[config.mk]
export PLATFORM = sky130hd
export DESIGN_NAME = spi_req_arbiter
export DESIGN_NICKNAME = d
export VERILOG_FILES = /design/src/rtl/spi_req_arbiter.sv
export SDC_FILE = /design/constraint.sdc
export NUM_CORES = 1
export LEC_CHECK = 0
export BUFFER_PORTS_ARGS = -buffer_cell sky130_fd_sc_hd__buf_2
export CAP_MARGIN = 10
export CORE_MARGIN = 1.5
export CORE_UTILIZATION = 54
export DETAILED_ROUTE_END_ITERATION = 16
export PLACE_DENSITY_LB_ADDON = 0.12
export SLEW_MARGIN = 20
export SYNTH_ARGS = -nofsm -noshare
export SYNTH_HDL_FRONTEND = slang
export SYNTH_SLANG_ARGS = --single-unit
[constraint.sdc]
create_clock -name clk -period 4.1 [get_ports clk]
set_input_delay 0.205 -clock clk [delete_from_list [all_inputs] [get_ports clk]]
set_output_delay 0.205 -clock clk [all_outputs]
set_load 0.01 [all_outputs]
[src/rtl/spi_req_arbiter.sv]
// spi_req_arbiter: round-robin sharing of one spi_master among NREQ burst requesters
module spi_req_arbiter #(
    parameter int DATA_BITS = 8,
    parameter int NREQ = 2
) (
    input  logic                      clk,
    input  logic                      rst,
    input  logic [NREQ-1:0]           req,
    input  logic [NREQ*6-1:0]         req_len,
    input  logic [NREQ-1:0]           req_tied,
    input  logic [NREQ*DATA_BITS-1:0] req_wdata,
    output logic [NREQ-1:0]           grant,
    output logic [NREQ-1:0]           wr_ack,
    output logic [DATA_BITS-1:0]      rd_data,
    output logic [NREQ-1:0]           rd_valid,
    output logic [NREQ-1:0]           done,
    output logic [NREQ-1:0]           err,
    input  logic                      spi_ready,
    input  logic                      spi_valid,
    input  logic [DATA_BITS-1:0]      spi_rdata,
    output logic                      spi_en,
    output logic [DATA_BITS-1:0]      spi_wdata,
    output logic [5:0]                spi_words,
    output logic                      spi_tied
);
    localparam int IW = (NREQ > 1) ? $clog2(NREQ) : 1;
    typedef enum logic [2:0] {IDLE, LOAD, START, XFER, DONE} state_t;
    state_t state, state_d;
    logic [IW-1:0] ptr, ptr_d, gidx, gidx_d, pick;
    logic found;
    logic [5:0] len, len_d, cnt, cnt_d, pick_len, cnt_inc;
    logic tied, tied_d, spi_en_d, spi_tied_d;
    logic [NREQ-1:0] grant_d, wr_ack_d, rd_valid_d, done_d, err_d, pick_oh;
    logic [DATA_BITS-1:0] rd_data_d, spi_wdata_d, cur_wdata;
    logic [5:0] spi_words_d;

    function automatic logic [IW-1:0] nxt(input logic [IW-1:0] i);
        return (int'(i) == NREQ - 1) ? '0 : i + 1'b1;
    endfunction

    assign pick_len  = req_len[pick*6 +: 6];
    assign pick_oh   = {{(NREQ-1){1'b0}}, 1'b1} << pick;
    assign cur_wdata = req_wdata[gidx*DATA_BITS +: DATA_BITS];
    assign cnt_inc   = cnt + 6'd1;

    // lowest requester at or after the pointer wins, otherwise lowest below it
    always_comb begin
        found = 1'b0;
        pick = '0;
        for (int i = NREQ - 1; i >= 0; i--) begin
            if (req[i] && i < int'(ptr)) begin
                found = 1'b1;
                pick = IW'(i);
            end
        end
        for (int i = NREQ - 1; i >= 0; i--) begin
            if (req[i] && i >= int'(ptr)) begin
                found = 1'b1;
                pick = IW'(i);
            end
        end
    end

    // burst sequencing: next state and next values of every registered output
    always_comb begin
        state_d = state;
        ptr_d = ptr;
        gidx_d = gidx;
        len_d = len;
        tied_d = tied;
        cnt_d = cnt;
        grant_d = grant;
        wr_ack_d = '0;
        rd_valid_d = '0;
        done_d = '0;
        err_d = '0;
        spi_en_d = 1'b0;
        rd_data_d = rd_data;
        spi_wdata_d = spi_wdata;
        spi_words_d = spi_words;
        spi_tied_d = spi_tied;
        case (state)
            IDLE: if (found) begin
                len_d = pick_len;
                tied_d = req_tied[pick];
                gidx_d = pick;
                if (pick_len == 6'd0 || pick_len > 6'd32) begin
                    err_d = pick_oh;
                    ptr_d = nxt(pick);
                end else begin
                    grant_d = pick_oh;
                    state_d = LOAD;
                end
            end
            LOAD: begin
                spi_wdata_d = cur_wdata;
                spi_words_d = len;
                spi_tied_d = tied;
                wr_ack_d = grant;
                cnt_d = '0;
                state_d = START;
            end
            START: if (spi_ready) begin
                spi_en_d = 1'b1;
                state_d = XFER;
            end
            XFER: if (spi_valid) begin
                rd_data_d = spi_rdata;
                rd_valid_d = grant;
                cnt_d = cnt_inc;
                if (cnt_inc < len) begin
                    spi_wdata_d = cur_wdata;
                    wr_ack_d = grant;
                end else begin
                    state_d = DONE;
                end
            end
            DONE: begin
                done_d = grant;
                grant_d = '0;
                ptr_d = nxt(gidx);
                state_d = IDLE;
            end
            default: state_d = IDLE;
        endcase
    end

    // state and output registers; reset abandons any burst silently
    always_ff @(posedge clk) begin
        if (rst) begin
            state <= IDLE;
            ptr <= '0;
            gidx <= '0;
            len <= '0;
            tied <= 1'b0;
            cnt <= '0;
            grant <= '0;
            wr_ack <= '0;
            rd_valid <= '0;
            done <= '0;
            err <= '0;
            rd_data <= '0;
            spi_en <= 1'b0;
            spi_wdata <= '0;
            spi_words <= '0;
            spi_tied <= 1'b0;
        end else begin
            state <= state_d;
            ptr <= ptr_d;
            gidx <= gidx_d;
            len <= len_d;
            tied <= tied_d;
            cnt <= cnt_d;
            grant <= grant_d;
            wr_ack <= wr_ack_d;
            rd_valid <= rd_valid_d;
            done <= done_d;
            err <= err_d;
            rd_data <= rd_data_d;
            spi_en <= spi_en_d;
            spi_wdata <= spi_wdata_d;
            spi_words <= spi_words_d;
            spi_tied <= spi_tied_d;
        end
    end
endmodule

==> summary.txt <==
GRT
  – First-pass GRT wire length: 8.54 mm
  – Grt total ovfl: 0
  – Initial antenna violation count: 0
  – M3 GR Usage: 0.0453
  – GRT Util Overall: 0.211
  – Met2 GRT Util: 0.358
  – Largest net degree at the start of global routing: 37
  – Gr busiest metal: met2
  – Vias in the first global route: 1971
  – Met1 Resource Use GR: 0.265

Yosys
  – Synthesized area: 0.00236 mm²
  – Synth Instances: 282
  – Syn nets: roughly 330
  – Distinct cells, synth: 39
  – Synth top area cells: dfxtp_1 44%, nand2_1 9.1%, mux2i_1 6.4%
  – Seq cells post-synth: 52
  – Ys Warns: 0
  – Avg Cell Area, Syn: 8.36 µm²
  – Register area share after synthesis: 0.442
  – Largest area contributor in the netlist: dfxtp_1
  – Area fraction of the dominant cell type after synthesis: 0.442

CTS
  – Clock Pin Slew Worst Setup and Hold Paths: 0.10 ns
  – Clock Latency Late Sink: 0.30 ns
  – Root Buffer: clkbuf_8
  – Post-CTS Setup Bufs: 0
  – # hold bufs at CTS: 0
  – Clock sink count: between 50 and 60
  – H-tree Lvls: 2
  – Clk buf depth: 2
  – CTS Buf Count: 5
  – PostCTS Resize Cnt: 0
  – CTS tree: done

Setup path
  – CP max stage delay: ~0.39 ns
  – Critical path capture point type: flop
  – Worst EP arrival: between 3 and 4 ns
  – Cell mode on critical path: ha_1
  – Kind of critical path: reg2reg
  – Ordered cell list for the critical path: ha_1 -> nand3_1 -> xnor2_1 -> ha_1 -> a21o_1 -> a211o_1 -> a41oi_1 -> o22ai_1 -> buf_4 -> mux2i_1
  – CP bufs+invs: 1
  – Top delay family on crit path: compound AO/OA/AOI/OAI gates
  – Crit path max-delay cell type: dfxtp_1
  – Data required, critical path: 4.29 ns
  – Crit-path max FO: 6
  – CP Launch Type: flop

Timing
  – Highest achievable clock rate: between 300 and 400 MHz
  – RSZ-0062 raised after global routing: false
  – Worst slew pin tran: approximately 0.95 ns
  – Final Skew: 0.0136 ns
  – Setup TNS: 0 ns
  – Final Hold Viols: 0
  – Final period util: 0.690
  – Slew Limit Fails: 0
  – Setup violators final: 0
  – Worst slew margin: 0.365
  – Tmin final: 2.83 ns

Detailed routing
  – First DRT Iteration DRCs: between 100 and 150
  – Vias per cell: around 5.3
  – Post-DRT Antenna Nets: 0
  – Wirelength per Cell: 12.4 µm
  – DR pass1 iterations: 4
  – Final WL: about 5 mm
  – Drt drc: 0
  – DR vias: around 2100

Cells and area
  – Register area: between 0.001 and 0.0015 mm²
  – Layout Cells excl Fill: 402
  – Layout filler cell count: 364
  – Footprint of the multi-input gates: 0.00121 mm²
  – Nets: 401
  – Layout cells sized above 1: 0.290
  – Layout area overhead: 20.5%
  – # diodes: 0

Floorplanning
  – Area of the core: 0.00409 mm²
  – Starting Density: 0.577
  – Rows: 23
  – Die Area: about 0.0048 mm²
  – Io pins: 78
  – Die height: a little under 70 µm
  – DIE WIDTH: 69.1 µm

Flow run
  – Max Cap Viol: 0

Outcome
  – Outcome: completed

Power
  – Maximum VDD drop: 249 µV
  – Pwr dens: around 370 mW/mm²
  – LEAKAGE: 0.00132 µW

Place
  – Gp weighted congestion: 0.791
  – Input/output buffers: 77
  – Dpl cells: between 300 and 400
  – DP HPWL: about 3.6 mm

Min path
  – Min-delay worst type: in2reg
## registers in the layout (all words and copies together) (netlist names), 3 cells and up
register   cells
spi_wdata      8
len            6
spi_words      6
cnt            6
state          3
rd_data        8
## kinds of logic (layout without fill, tap and decap cells)
family,Yosys count,after routing,share of synthesized area
and+or+nand+nor,118,118,0.229
DFF,52,52,0.442
AOI/OAI and AO/OA,52,52,0.133
buffers and inverters,27,97,0.0478
adders and majority gates,6,6,0.0318
muxes,23,23,0.102
xor gates and xnor gates,4,4,0.0149
## worst paths after layout
kind / start / to / slack, ns / depth (start not counted)
worst max-delay path: cnt[0] / spi_wdata[6] / 1.27 / 10
worst min-delay path: spi_rdata[2] / rd_data[2] / 0.12 / 3
worst max register to register: cnt[0] / spi_wdata[6] / 1.27 / 10
worst min register to register: tied / spi_tied / 0.45 / 2
## power by group
part | switching [µW] | internal, µW | total [µW]
logic | 104 | 82.5 | 187
clock network | 176 | 125 | 301
registers | 27.6 | 537 | 565
total | 308 | 744 | 1050
## placed cells by master (no fill, tap or decap), types with 2 or more instances in the layout
master    Yosys  final
nor3b_1       3      3
ha_1          6      6
nor2_1       24     24
or2_2         3      3
a211oi_1      7      7
and2_1        2      2
xnor2_1       2      2
or3_1         4      4
buf_2         1     77
nand3_1       8      8
mux2i_1      15     15
nor3_2        1      2
o21a_1        2      2
nor3_1        6      5
nand2_1      57     57
nand3b_1      2      2
xor2_1        2      2
o21ai_0       6      6
o31ai_1       2      2
inv_1        11     11
dfxtp_1      52     52
or4_1         3      3
inv_6         0      2
a31oi_1       3      3
clkbuf_8      1      5
a21oi_1      25     25
mux2_2        8      8
## metrics by stage
step	hold WS (ns)	instance area [µm²]	worst slack (ns)	util	power, µW
global route	0.116	2840	1.07	0.695	1110
floorplan	0.341	2360	1.70	-	698
detailed placement	0.445	2740	1.25	0.671	762
global placement	0.439	2730	1.34	0.669	756
CTS	0.124	2840	1.23	0.694	1060
finish	0.124	2840	1.27	0.695	1050
## worst register-to-register path, cell delays in order (launching register included)
cell,delay (ns)
dfxtp_1,0.39
ha_1,0.24
nand3_1,0.11
xnor2_1,0.21
ha_1,0.28
a21o_1,0.16
a211o_1,0.29
a41oi_1,0.34
o22ai_1,0.29
buf_4,0.27
mux2i_1,0.13
## cell usage after synthesis
| cell type | number |
|---|---|
| nand3_1 | 8 |
| a211oi_1 | 7 |
| clkbuf_8 | 1 |
| xnor2_1 | 2 |
| and2_1 | 2 |
| o22ai_1 | 1 |
| xor2_1 | 2 |
| or2_2 | 3 |
| mux2i_1 | 15 |
| nor4b_1 | 1 |
| and2_2 | 1 |
| nor3_2 | 1 |
| nand2_1 | 57 |
| nor3b_1 | 3 |
| buf_2 | 1 |
| o31ai_1 | 2 |
| and3_1 | 1 |
| or4_1 | 3 |
| o21ai_0 | 6 |
| a211o_1 | 1 |
| o21a_1 | 2 |
| o21ai_2 | 1 |
| inv_1 | 11 |
| or3_1 | 4 |
| o2111ai_1 | 1 |
| a21o_1 | 1 |
| clkbuf_1 | 14 |
| a21boi_0 | 1 |
| ha_1 | 6 |
| a31oi_1 | 3 |
| nor2_1 | 24 |
| a41oi_1 | 1 |
| nor4_1 | 1 |
| and3_4 | 1 |
| dfxtp_1 | 52 |
| mux2_2 | 8 |
| a21oi_1 | 25 |
| nor3_1 | 6 |
| nand3b_1 | 2 |
## layer usage
layer | part of all wire | vias to the layer above | wire [µm]
li1 | - | 1102 | -
met1 | 0.46 | 957 | 2320
met2 | 0.47 | 68 | 2330
met3 | 0.053 | 8 | 264
met4 | 0.016 | 0 | 78
met5 | 0 | - | 0
## cell type report
| type | count | area share |
|---|---|---|
| Sequential cell | 52 | 0.367 |
| Timing Repair Buffer | 78 | 0.138 |
| Clock buffer | 5 | 0.0242 |
| Multi-Input combinational cell | 203 | 0.426 |
| Clock inverter | 3 | 0.00881 |
| Tap cell | 50 | 0.0220 |
| Inverter | 11 | 0.0145 |
(Power assumes the default switching activity.)
